--- src/rtl/ps2_keyboard_rx.sv ---
// ps2_keyboard_rx
// Receives PS/2 keyboard frames and hands make codes to the processor's
// memory-mapped keyboard port using a toggle handshake.
//
// Ports:
//   clk        system clock, all state on the rising edge
//   rst_n      asynchronous active-low reset
//   ps2_clk    raw PS/2 clock from the keyboard (asynchronous)
//   ps2_data   raw PS/2 data from the keyboard (asynchronous)
//   key_reg    last delivered make code, held until the next delivery
//   sample     toggles once per delivered make code
//   frame_err  one-cycle pulse on a parity or stop-bit error
//
// Break sequences (F0 xx) and extended prefixes (E0) are filtered here, so
// each key press yields exactly one toggle of sample.
module ps2_keyboard_rx #(
  parameter int FILTER_LEN = 4,
  parameter int TIMEOUT    = 5000
) (
  input  logic       clk,
  input  logic       rst_n,
  input  logic       ps2_clk,
  input  logic       ps2_data,
  output logic [7:0] key_reg,
  output logic       sample,
  output logic       frame_err
);

  localparam int FW = $clog2(FILTER_LEN + 1);
  localparam int WW = $clog2(TIMEOUT + 1);

  typedef enum logic [1:0] {IDLE, DATA, PARITY, STOP} state_t;

  logic          clk_meta, clk_sync;
  logic          data_meta, data_sync;
  logic          filt_clk;
  logic [FW-1:0] filt_cnt;
  logic          fall;

  state_t        state;
  logic [2:0]    bit_cnt;
  logic [7:0]    shift;
  logic          parity_bit;
  logic          brk;
  logic [WW-1:0] wd_cnt;

  // Two-flop synchronisers; both lines idle high on the PS/2 bus.
  always_ff @(posedge clk or negedge rst_n) begin
    if (!rst_n) begin
      clk_meta  <= 1'b1;
      clk_sync  <= 1'b1;
      data_meta <= 1'b1;
      data_sync <= 1'b1;
    end else begin
      clk_meta  <= ps2_clk;
      clk_sync  <= clk_meta;
      data_meta <= ps2_data;
      data_sync <= data_meta;
    end
  end

  // The filtered clock follows the synchronised clock only once it has
  // disagreed for FILTER_LEN consecutive cycles; any return to agreement
  // restarts the count, which swallows short glitches. fall is registered
  // so the FSM sees a clean one-cycle strobe.
  always_ff @(posedge clk or negedge rst_n) begin
    if (!rst_n) begin
      filt_clk <= 1'b1;
      filt_cnt <= '0;
      fall     <= 1'b0;
    end else begin
      fall <= 1'b0;
      if (clk_sync == filt_clk) begin
        filt_cnt <= '0;
      end else if (filt_cnt == FW'(FILTER_LEN - 1)) begin
        filt_clk <= clk_sync;
        filt_cnt <= '0;
        fall     <= ~clk_sync;
      end else begin
        filt_cnt <= filt_cnt + 1'b1;
      end
    end
  end

  // Frame receiver, byte filter and watchdog. A fall always takes priority
  // over the watchdog so a bit arriving exactly at the limit is kept.
  always_ff @(posedge clk or negedge rst_n) begin
    if (!rst_n) begin
      state      <= IDLE;
      bit_cnt    <= '0;
      shift      <= '0;
      parity_bit <= 1'b0;
      brk        <= 1'b0;
      wd_cnt     <= '0;
      key_reg    <= 8'h00;
      sample     <= 1'b1;
      frame_err  <= 1'b0;
    end else begin
      frame_err <= 1'b0;
      if (fall) begin
        wd_cnt <= '0;
        case (state)
          IDLE: begin
            if (!data_sync) begin
              state   <= DATA;
              bit_cnt <= '0;
            end
          end
          DATA: begin
            shift   <= {data_sync, shift[7:1]};
            bit_cnt <= bit_cnt + 1'b1;
            if (bit_cnt == 3'd7) state <= PARITY;
          end
          PARITY: begin
            parity_bit <= data_sync;
            state      <= STOP;
          end
          STOP: begin
            state <= IDLE;
            if ((^{shift, parity_bit}) && data_sync) begin
              if (shift == 8'hF0) begin
                brk <= 1'b1;
              end else if (shift != 8'hE0) begin
                if (brk) begin
                  brk <= 1'b0;
                end else begin
                  key_reg <= shift;
                  sample  <= ~sample;
                end
              end
            end else begin
              frame_err <= 1'b1;
            end
          end
          default: state <= IDLE;
        endcase
      end else if (state != IDLE) begin
        if (wd_cnt == WW'(TIMEOUT)) begin
          state  <= IDLE;
          wd_cnt <= '0;
        end else begin
          wd_cnt <= wd_cnt + 1'b1;
        end
      end else begin
        wd_cnt <= '0;
      end
    end
  end

endmodule
--- config.mk ---
export PLATFORM = sky130hd
export DESIGN_NAME = ps2_keyboard_rx
export DESIGN_NICKNAME = d
export VERILOG_FILES = /design/src/rtl/ps2_keyboard_rx.sv
export SDC_FILE = /design/constraint.sdc
export NUM_CORES = 1
export LEC_CHECK = 0
export ABC_AREA = 1
export BUFFER_PORTS_ARGS = -buffer_cell sky130_fd_sc_hd__buf_2
export CELL_PAD_IN_SITES_DETAIL_PLACEMENT = 1
export CELL_PAD_IN_SITES_GLOBAL_PLACEMENT = 1
export CORE_MARGIN = 2
export CORE_UTILIZATION = 49
export DETAILED_ROUTE_END_ITERATION = 8
export PLACE_DENSITY = 0.86
export SYNTH_ARGS = -nofsm -noshare
export SYNTH_HDL_FRONTEND = slang
export SYNTH_SLANG_ARGS = --single-unit
export TNS_END_PERCENT = 100
--- constraint.sdc ---
create_clock -name clk -period 2.2 [get_ports clk]
set_input_delay 0.33 -clock clk [delete_from_list [all_inputs] [get_ports clk]]
set_output_delay 0.33 -clock clk [all_outputs]
set_load 0.05 [all_outputs]
=== Word-level counts from Yosys, hierarchy flattened ===
Cells that the tools add are included.

* Add/subtract/negate cells: 3
* Equality and inequality tests: 12
* Mux-type cells: 20
* Bitwise operators: 5
* Reduce and logical (&&, ||, !) cells: 15

{| class="wikitable"
|+ Operators by type and width
! kind !! count
|-
| 13-bit 2-to-1 mux || 3
|-
| 13-bit by 1-bit adder with 13-bit output (second input constant) || 1
|-
| 13-bit equality test (second input constant) || 1
|-
| 2-bit 2-to-1 mux || 5
|-
| 2-bit nonzero test || 5
|-
| 3-bit 2-to-1 mux || 3
|-
| 9-bit parity || 1
|-
| 8-bit equality test (second input constant) || 1
|-
| 8-bit inequality test (second input constant) || 1
|-
| 2-bit one-hot mux with 4 select lines || 1
|-
| 4-bit AND reduction || 2
|-
| 1-bit 2-to-1 mux || 7
|-
| 3-bit by 1-bit adder with 3-bit output (second input constant) || 2
|-
| 3-bit inequality test (second input constant) || 2
|-
| 3-bit one-hot mux with 2 select lines || 1
|-
| 2-bit AND reduction || 3
|-
| 6-bit AND reduction || 1
|-
| 1-bit inverter || 5
|-
| 2-bit equality test (second input constant) || 2
|-
| 3-bit by 2-bit equality test with 1-bit output (second input constant) || 1
|-
| 3-bit equality test (second input constant) || 1
|-
| 3-bit AND reduction || 1
|-
| 2-bit by 1-bit equality test with 1-bit output (second input constant) || 1
|-
| 2-bit logical NOT || 1
|-
| other kinds (3) || 3
|}

* Register bits after elaboration: 47
* Input bits: 4

=== Logic depth before layout (Yosys ltp) ===
Gate-level depths: netlist of the first run.

* Word-level depth: 5
* Gate-level depth with buffers: 12
* Depth with buffers taken out: 12

=== Worst setup path before layout of the first run ===
Ideal clock, no wire load.

* Kind: register -> register
* Start point: register wd_cnt[0]
* End point: register wd_cnt[12]
* Setup time: 128 ps
* Data arrival time: 1263 ps
* Data required time: 2072 ps
* Slack: 809 ps
* Stages on the path, launching flop included: 9
* Path buffers: 0
* Path through: dfrtp_1 -> ha_1 -> nand3_1 -> nor2_1 -> nand2_1 -> nor2_1 -> nand2_1 -> xor2_1 -> nor2_1

* Word-level cells in the longest chain between the ends: 4
* Elaborated cells on any way between the ends: 5
* Those cells by class: add/sub (1); eq/ne (1); mux (3)

{| class="wikitable"
|+ RTL lines
! element !! line !! text
|-
| start, declared || 45 || <nowiki>logic [WW-1:0] wd_cnt;</nowiki>
|-
| start signal, assigned || 142 || <nowiki>wd_cnt <= wd_cnt + 1'b1;</nowiki>
|-
| 13-bit by 1-bit adder with 13-bit output or 13-bit equality test (tied branches) || 142, 138 ||
|-
| 13-bit 2-to-1 mux * || 138 || <nowiki>if (wd_cnt == WW'(TIMEOUT)) begin</nowiki>
|-
| 13-bit 2-to-1 mux * || 137 || <nowiki>end else if (state != IDLE) begin</nowiki>
|-
| 13-bit 2-to-1 mux * || 100 || <nowiki>if (fall) begin</nowiki>
|}

Every way passes the cells marked *; elsewhere a longest branch is shown, timed or not.
A chain may end at the register's enable or synchronous reset.

=== Worst setup path in the final report of the first run ===
* Start point: register state[1]
* End point: register state[1]

* Word-level cells in the longest chain between the ends: 3
* Elaborated cells on any way between the ends: 11
* Those cells by class: eq/ne (5); mux (2); reduce/logical (4)

{| class="wikitable"
|+ RTL lines
! element !! line !! text
|-
| start, declared || 40 || <nowiki>state_t state;</nowiki>
|-
| start signal, assigned || 89 || <nowiki>state <= IDLE;</nowiki>
|-
| start signal, assigned || 105 || <nowiki>state <= DATA;</nowiki>
|-
| start signal, assigned || 112 || <nowiki>if (bit_cnt == 3'd7) state <= PARITY;</nowiki>
|-
| 2-bit by 1-bit equality test with 1-bit output, or another cell as far along || 102 || <nowiki>case (state)</nowiki>
|-
| 3-bit inequality test (no line), or another cell as far along || - ||
|-
| 4-bit AND reduction (no line) or 2-bit 2-to-1 mux (tied branches) || - ||
|}

Several ways; a longest one is shown, not always the timed one.

==> results of run 1 <==
==> cell type report <==
class / instances / share of cell area, %
clock inverters: 3 / 0.746
clock buffers: 5 / 2.74
flip-flops and latches: 47 / 47.1
well taps: 52 / 2.59
inverters: 29 / 4.33
repair buffers: 14 / 2.89
multi-input cells: 179 / 39.7
==> worst max-delay path, cell delays in order, from the launching register on <==
cell and delay [ps]:
dfrtp_1 420, inv_1 80, ha_1 210, nand2_1 380
nor2_1 90, a21oi_1 130, nand2_1 130, nand2_1 80
o21ai_0 70
==> placed cells by master, fill, tap and decap left out, types with 2 or more instances in the layout <==
cell	instances
inv_2	2
nand3_2	3
xor2_1	3
nand3_1	15
a21oi_1	4
dfstp_2	6
ha_1	9
a31oi_1	3
dfrtp_1	41
xnor2_1	3
nand2_2	5
and3_1	2
buf_2	13
nor2_1	22
a32o_1	2
nand4_1	3
nand2_4	3
clkinv_2	2
nand2_1	70
nor2_2	3
clkbuf_8	5
o21ai_0	12
nor3_1	7
inv_1	26
==> logic make-up after synthesis <==
| logic type | count (synthesis) | share of synthesized area [%] |
|---|---|---|
| xor+xnor | 6 | 2.29 |
| fa+ha+maj | 9 | 4.90 |
| buf+inv | 31 | 5.07 |
| compound gates | 24 | 6.10 |
| flops | 47 | 51.5 |
| simple gates | 140 | 30.1 |
==> worst max path at each step <==
stage                  to  slack (ps)  cells past startpoint       from
3_3_place_gp   key_reg[4]         620                     11   shift[4]
3_5_place_dp     state[1]         490                      8   state[1]
4_1_cts          state[1]         480                      8   state[1]
5_1_grt          state[1]         230                      8   state[1]
6_report         state[1]         490                      8   state[1]
2_1_floorplan  wd_cnt[12]         810                      8  wd_cnt[0]
==> per-layer routing <==
layer / routed length (microns) / track usage, % / vias to the layer above / share of wire (%)
li1: - / - / 858 / -
met1: 2090 / 25.3 / 822 / 46
met2: 2280 / 34.5 / 18 / 50
met3: 93 / 3.75 / 6 / 2.1
met4: 61 / 6.17 / 0 / 1.3
met5: 0 / 0 / - / 0
==> power breakdown <==
group / internal [mW] / switching (mW) / total, mW
registers: 0.902 / 0.0207 / 0.923
logic: 0.0348 / 0.0566 / 0.0914
clock network: 0.224 / 0.290 / 0.514
total: 1.16 / 0.367 / 1.53
==> cell usage after synthesis (4+ instances only) <==
cell     number
a21oi_1       4
dfrtp_1      41
dfstp_2       6
ha_1          9
inv_1        26
nand2_1      70
nand2_2       5
nand3_1      15
nor2_1       22
nor3_1        7
o21ai_0      12
==> per-stage QoR <==
stage | instances | power [mW] | util, % | worst slack [ps]
global placement | 321 | 1.03 | 54.6 | 625
global route | 329 | 1.60 | 56.6 | 228
finish | 329 | 1.53 | 56.6 | 491
floorplan | 257 | 0.993 | - | 809
CTS | 329 | 1.56 | 56.6 | 478
detailed placement | 321 | 1.03 | 54.6 | 493
==> impl_results.md, run 1 <==
- Post-route minimum period: 1710 ps
- Yosys warning count: 0
- Placeable Area: 4440 sq um
- Top cell type's share of synthesized area: 44.7%
- Clock Tree Root: clkbuf_8
- Lkg Pwr: 1.26 nW
- Post-CTS resize count: 0
- Max-slew violations: 0
- Number of synthesized flops with an enable pin: 0
- Area of the multi-input gates: 997 sq um
- Synth top area cells: dfrtp_1 (45%), nand2_1 (11%), dfstp_2 (6.9%)
- CP Class: reg -> reg
- Nets@finish: 289
- Final GP Congestion: 0.756
- Worst-margin pin slew: 584 ps
- Setup TNS: 0 ps
- Seq/Total Area, Yosys: 51.5%
- Hold violation total from the final report: 0
- Routed vias: 1,704
- Hpwl dp: 3440 microns
- Clk buf depth: 2
- Startpoint type of the worst setup path: flip-flop
- Largest register FFs: 13
- Setup violators final: 0
- PwrDens: 608 nW/um^2
- Mean Syn Cell Area: 8.94 sq um
- CTS buffer count: 5
- Fin Clk Skew: 6.67 ps
- Area grow syn2layout: 9.48%
- Critical Path RT: 2380 ps
- Initial antenna violation count: 0
- Critical path fanouts, max: 17
- First-pass GRT wire length: 8110 microns
- R2R cell count: 8
- Slew HR: 61.0%
- Total die area: 5250 sq um
- Asr flop ratio synth: 100%
- Postcts setup bufs: 0
- Synth unique cells: 33
- RSZ-0062 raised after global routing: false
- Worst EP arrival: 1890 ps
- Mapped Area: 2300 sq um
- CTS sink cnt: 47
- Clk_lat worst skew: 290 ps
- Layout cell share with drive strength beyond 1: 17.7%
- Crit end category: flip-flop
- Routed WL per cell: 13.7 microns
- I/O Pins: 14
- Period utilisation layout: 77.7%
- Post-Syn Nets: 270
- H-tree levels: 2
- Dominant cell type by area after synthesis: dfrtp_1
- Total GRT Usage: 19.9%
- Max VDD drop: 416 uV
- Detail Route Antenna Nets: 0
- Fmax: 585 MHz
- Post-Route WL: 4520 microns
- Die Y-Extent: 72.5 microns
- Synthesized flop and latch total: 47
- TritonRoute pass-1 iters: 4
- Clock slew at the register clock pins of the worst setup and hold paths: 90 ps
- Status: finished clean
- Final instance area: 2510 sq um
- GRT overflow: 0
- Hold_ws: 114 ps
- Die X-Extent: 72.5 microns
- Iteration-0 DRC Markers: 85
- RR Startpoint: state[1]
- Vias per cell: 5.18
- Starting Density: 51.7%
- TritonCTS clock tree: done
- Prevailing post-synth register cell: dfrtp_1
- Hold Crit Class: in -> async
- Fill count: 548
- Port Buffers: 13
- Cts hold-fix bufs: 0
- Cells after synthesis: 257
- Largest net degree at the start of global routing: 48
- Number of global-route vias before repair: 1,755
- FF-to-FF End: state[1]
- Max-cap violation count: 0
- Number of inserted diodes: 0
- Rows: 24
- R2R setup slack: 490 ps
- Seq. cell area: 1180 sq um
- DRC: 0
- Area of placed instances: 2430 sq um
No activity file was read; power rests on OpenSTA's default activity.
==> run 2, diff against run 1 <==
--- a/config.mk
+++ b/config.mk
@@ -10,9 +10,9 @@
 export CELL_PAD_IN_SITES_DETAIL_PLACEMENT = 1
 export CELL_PAD_IN_SITES_GLOBAL_PLACEMENT = 1
 export CORE_MARGIN = 2
-export CORE_UTILIZATION = 49
+export CORE_UTILIZATION = 46
 export DETAILED_ROUTE_END_ITERATION = 8
-export PLACE_DENSITY = 0.86
+export PLACE_DENSITY = 0.81
 export SYNTH_ARGS = -nofsm -noshare
 export SYNTH_HDL_FRONTEND = slang
 export SYNTH_SLANG_ARGS = --single-unit
==> constraint.sdc (replaced) <==
create_clock -name clk -period 1.7 [get_ports clk]
set_input_delay 0.255 -clock clk [delete_from_list [all_inputs] [get_ports clk]]
set_output_delay 0.255 -clock clk [all_outputs]
set_load 0.05 [all_outputs]
==> impl_results.md, run 2 (synthesis gave the netlist of run 1 again) <==
- Largest register FFs: 13 (unchanged)
- Hold violation total from the final report: 0 (unchanged)
- Clock slew at the register clock pins of the worst setup and hold paths: 100 ps (was 90 ps)
- Fmax: 590 MHz (was 585 MHz)
- WL met1: 2580 microns (was 2090 microns)
- Iteration-0 DRC Markers: 76 (was 85)
- Lkg Pwr: 1.34 nW (was 1.26 nW)
- Area grow syn2layout: 18.9% (was 9.48%)
- CP Class: reg -> reg (unchanged)
- Total die area: 5570 sq um (was 5250 sq um)
- Nets@finish: 305 (was 289)
- First-pass GRT wire length: 8520 microns (was 8110 microns)
- Final GP Congestion: 0.800 (was 0.756)
- Logic pwr share: 5.7% (was 6.0%)
- Sw frac: 23.7% (was 24.0%)
- Critical Path RT: 1910 ps (was 2380 ps)
- Placeable Area: 4750 sq um (was 4440 sq um)
- Initial antenna violation count: 0 (unchanged)
- Met3 WL: 124 microns (was 93 microns)
- Max VDD drop: 436 uV (was 416 uV)
- Final WS setup: 5.05 ps (was 491 ps)
- Crit end category: flip-flop (unchanged)
- Highest routed layer: met4 (unchanged)
- CTS buffer count: 5 (unchanged)
- Vias per cell: 5.29 (was 5.18)
- TritonCTS clock tree: done (unchanged)
- Routed WL per cell: 16.5 microns (was 13.7 microns)
- DRC: 0 (unchanged)
- Clk network pwr share: 39.4% (was 33.6%)
- Slew HR: 71.9% (was 61.0%)
- Period utilisation layout: 99.7% (was 77.7%)
- Number of inserted diodes: 0 (unchanged)
- I/O Pins: 14 (unchanged)
- TritonRoute pass-1 iters: 4 (unchanged)
- PwrDens: 796 nW/um^2 (was 608 nW/um^2)
- Internal power: 1.66 mW (was 1.16 mW)
- Fin Clk Skew: 7.40 ps (was 6.67 ps)
- H-tree levels: 2 (unchanged)
- Hold_ws: 29.1 ps (was 114 ps)
- Hold Crit Class: in -> reg (was in -> async)
- GRT overflow: 0 (unchanged)
- Clk buf depth: 2 (unchanged)
- Max-slew violations: 0 (unchanged)
- Routed vias: 1,904 (was 1,704)
- RSZ-0062 raised after global routing: true (was false)
- Hpwl dp: 3740 microns (was 3440 microns)
- Power share of the sequential group: 54.9% (was 60.4%)
- Port Buffers: 13 (unchanged)
- Psw: 515 uW (was 367 uW)
- Critical path fanouts, max: 5 (was 17)
- Starting Density: 48.3% (was 51.7%)
- Worst-margin pin slew: 421 ps (was 584 ps)
- Clk_lat worst skew: 310 ps (was 290 ps)
- Max-cap violation count: 0 (unchanged)
- Total GRT Usage: 20.3% (was 19.9%)
- Die X-Extent: 74.7 microns (was 72.5 microns)
- Number of global-route vias before repair: 1,865 (was 1,755)
- Most common cell after layout, fill and taps aside: nand2_1 (unchanged)
- Most frequent cells in the layout: nand2_1 (66), dfrtp_1 (34), inv_1 (21) (was nand2_1 (70), dfrtp_1 (41), inv_1 (26))
- Largest net degree at the start of global routing: 20 (was 48)
- Layout cell share with drive strength beyond 1: 29.4% (was 17.7%)
- Rows: 25 (was 24)
- Setup violators final: 0 (unchanged)
- Die Y-Extent: 74.7 microns (was 72.5 microns)
- Clock Tree Root: clkbuf_8 (unchanged)
- Post-route minimum period: 1690 ps (was 1710 ps)
- Post-Route WL: 5960 microns (was 4520 microns)
- Startpoint type of the worst setup path: flip-flop (unchanged)
- Worst EP arrival: 1900 ps (was 1890 ps)
- Detail Route Antenna Nets: 0 (unchanged)
- Pre-CTS WS: 59.8 ps (was 493 ps)
- Design Power: 2.17 mW (was 1.53 mW)
- CTS sink cnt: 47 (unchanged)
- Met2 Routed Length: 3130 microns (was 2280 microns)
- Status: finished clean (unchanged)
==> run 2: what timing repair did <==
action	CTS	global route
resized for setup	0	23
hold buffers	1	0
setup buffers	0	10
endpoints found under the setup margin	0	20
hold endpoints to repair	13	0
==> run 2: worst paths after layout <==
path / from / end / slack [ps] / cells after the start
min reg2reg: clk_meta / clk_sync / 360 / 0
min in group asynchronous: rst_n / wd_cnt[0] / 400 / 2
max reg2reg: shift[3] / key_reg[6] / 5 / 11
max: shift[3] / key_reg[6] / 5 / 11
max in group asynchronous: rst_n / shift[4] / 680 / 3
min: ps2_clk / clk_meta / 30 / 1
==> run 2: metrics by stage <==
stage / cell area [sq um] / setup TNS (ps) / std cells / util [%]
floorplan: 2300 / 0 / 257 / -
global placement: 2470 / 0 / 339 / 51.9
detailed placement: 2470 / 0 / 339 / 51.9
CTS: 2590 / 0 / 348 / 54.6
global route: 2730 / -469 / 360 / 57.4
finish: 2730 / 0 / 360 / 57.4
==> run 2: cell type report <==
class                   count  area (sq um)
clock buffers               5          68.8
clock inverters             3          46.3
fillers                   571          2020
inverters                  29           109
multi-input cells         181          1050
flip-flops and latches     47          1190
well taps                  67          83.8
repair buffers             28           180
==> run 2: critical path: stages (launching register included) <==
cell	delay (ps)
dfrtp_2	430
inv_2	80
nand2_1	90
nand2_1	80
nand2_1	100
nand2_2	90
inv_2	100
nand3_1	130
nand2_2	140
nand4_2	170
nand2_1	130
nand2_1	60
==> run 2: layer usage <==
layer,vias up,GRT usage [%]
met1,967,25.4
li1,902,-
met3,14,3.88
met2,21,34.0
met5,-,0
met4,0,9.72
==> run 2: power by group through the flow <==
stage,sequential [mW],clock (mW),combinational (mW)
5_1_grt,1.20,0.907,0.142
3_3_place_gp,1.21,0,0.117
6_report,1.19,0.856,0.123
3_5_place_dp,1.22,0,0.125
4_1_cts,1.19,0.880,0.128
2_1_floorplan,1.21,0,0.0786
==> run 3, diff against run 2 <==
==> constraint.sdc (replaced) <==
create_clock -name clk -period 1.7 [get_ports clk]
set_input_delay 0.085 -clock clk [delete_from_list [all_inputs] [get_ports clk]]
set_output_delay 0.085 -clock clk [all_outputs]
set_load 0.05 [all_outputs]
==> impl_results.md, run 3 (synthesis gave the netlist of run 1 again) <==
- Port Buffers: 13 (unchanged)
- Worst-margin pin slew: 598 ps (was 421 ps)
- Rows: 25 (unchanged)
- Total die area: 5570 sq um (unchanged)
- Total GRT Usage: 20.2% (was 20.3%)
- Hold Crit Class: reg -> reg (was in -> reg)
- Largest register FFs: 13 (unchanged)
- Initial antenna violation count: 0 (unchanged)
- Crit end category: flip-flop (unchanged)
- PwrDens: 831 nW/um^2 (was 796 nW/um^2)
- Area grow syn2layout: 19.6% (was 18.9%)
- Clock Tree Root: clkbuf_8 (unchanged)
- Crit path max-delay family: simple AND/OR/NAND/NOR gates (unchanged)
- Worst path cell trace: nor2_2, nand3_1, nor3_1, nor2_2, inv_2, nor2_8, nand3_1, nand2_1 (was inv_2, nand2_1, nand2_1, nand2_1, nand2_2, inv_2, nand3_1, nand2_2, nand4_2, nand2_1, nand2_1)
- Lkg Pwr: 1.33 nW (was 1.34 nW)
- Starting Density: 48.3% (unchanged)
- TritonRoute pass-1 iters: 4 (unchanged)
- I/O Pins: 14 (unchanged)
- H-tree levels: 2 (unchanged)
- Worst EP arrival: 1760 ps (was 1900 ps)
- Max-cap violation count: 0 (unchanged)
- Post-route minimum period: 1570 ps (was 1690 ps)
- Vias per cell: 5.19 (was 5.29)
- Critical path fanouts, max: 5 (unchanged)
- Detail Route Antenna Nets: 0 (unchanged)
- Post-layout util: 57.8% (was 57.4%)
- Routed vias: 1,864 (was 1,904)
- Clk buf depth: 2 (unchanged)
- Crit-path slowest cell: dfrtp_1 (was dfrtp_2)
- Startpoint type of the worst setup path: flip-flop (unchanged)
- Fmax: 637 MHz (was 590 MHz)
- Fill count: 595 (was 571)
- Largest stage delay, worst path: 430 ps (about the same)
- Clock slew at the register clock pins of the worst setup and hold paths: 80 ps (was 100 ps)
- Status: finished clean (unchanged)
- Die X-Extent: 74.7 microns (unchanged)
- Number of inserted diodes: 0 (unchanged)
- Iteration-0 DRC Markers: 63 (was 76)
- GRT overflow: 0 (unchanged)
- CTS buffer count: 5 (unchanged)
- CP Class: reg -> reg (unchanged)
- Post-Route WL: 5420 microns (was 5960 microns)
- Critical Path RT: 1890 ps (was 1910 ps)
- Clk_lat worst skew: 300 ps (was 310 ps)
- Hpwl dp: 3420 microns (was 3740 microns)
- Routed WL per cell: 15.1 microns (was 16.5 microns)
- Largest net degree at the start of global routing: 48 (was 20)
- Most common cell after layout, fill and taps aside: nand2_1 (unchanged)
- Design Power: 2.28 mW (was 2.17 mW)
- Number of global-route vias before repair: 1,886 (was 1,865)
- TritonCTS clock tree: done (unchanged)
- Placeable Area: 4750 sq um (unchanged)
- Period utilisation layout: 92.3% (was 99.7%)
- Max VDD drop: 596 uV (was 436 uV)
- CTS sink cnt: 47 (unchanged)
- Setup violators final: 0 (unchanged)
- DRC: 0 (unchanged)
- Final GP Congestion: 0.769 (was 0.800)
- Die Y-Extent: 74.7 microns (unchanged)
- Nets@finish: 304 (was 305)
- First-pass GRT wire length: 8490 microns (was 8520 microns)
- Max-slew violations: 0 (unchanged)
- WP buf/inv: 1 (was 2)
- Most frequent cells in the layout: nand2_1 (67), dfrtp_1 (35), inv_1 (23) (was nand2_1 (66), dfrtp_1 (34), inv_1 (21))
- RSZ-0062 raised after global routing: true (unchanged)
- Layout cell share with drive strength beyond 1: 27.4% (was 29.4%)
- Fin Clk Skew: 6.51 ps (was 7.40 ps)
- Hold violation total from the final report: 0 (unchanged)
- Slew HR: 60.1% (was 71.9%)
## run 3: cell count changes in the layout (fill, tap and decap cells not counted), sizes merged
cell	change
clkbuf	+1
clkinvlp	-1
dlygate4sd3	+2
bufinv	+1
inv	-1
buf	-3
## run 3: per-stage QoR
stage	std cells	hold slack, ps	worst slack [ps]	setup TNS (ps)	cell area [sq um]
after floorplan	257	-211	309	0	2300
after global placement	340	191	129	0	2480
after detailed placement	340	192	56.1	0	2480
after CTS	351	360	-4.44	-4.44	2640
after global routing	359	366	-21.2	-26.6	2750
final	359	358	131	0	2750
## run 3: routing by layer
metal / up-vias / share of wire, % / GRT usage [%]
met4: 0 / 1.5 / 6.55
li1: 898 / - / -
met3: 9 / 2.4 / 4.02
met2: 20 / 52 / 35.6
met1: 937 / 44 / 25.0
met5: - / 0 / 0
## run 3: worst register-to-register path: stages (launching register included)
cell and delay [ps]:
dfrtp_1 430, nor2_2 210, nand3_1 110, nor3_1 220, nor2_2 130, inv_2 160, nor2_8 60, nand3_1 90
nand2_1 50
## run 3: timing repair
action | in CTS | in global routing
setup buffers | 0 | 6
gates cloned | 0 | 2
hold endpoints to repair | 43 | 0
setup endpoints to repair | 1 | 20
pin swaps | 0 | 2
gates resized for setup | 0 | 21
hold buffers | 3 | 0
## run 3: report_power, final
| part | switching (mW) | internal (mW) |
|---|---|---|
| sequential | 0.0227 | 1.17 |
| clock | 0.372 | 0.588 |
| combinational | 0.0813 | 0.0516 |
| total | 0.476 | 1.81 |
## run 3: worst paths after layout
check	start	end	slack (ps)	cells past startpoint
setup / recovery	shift[1]	key_reg[7]	130	8
hold / removal	clk_meta	clk_sync	360	0
setup reg to reg	shift[1]	key_reg[7]	130	8
hold reg to reg	clk_meta	clk_sync	360	0
max in group asynchronous	rst_n	shift[7]	830	3
min in group asynchronous	rst_n	wd_cnt[1]	410	3
## run 3: area by class of cell
cell class                      instances  area [sq um]  area share, %
Sequential cell                        47          1190           43.4
Timing Repair Buffer                   27           178           6.47
Clock inverter                          2          60.1           2.19
Multi-Input combinational cell        181          1050           38.3
Clock buffer                            6          72.6           2.64
Tap cell                               67          83.8           3.05
Inverter                               29           109           3.96
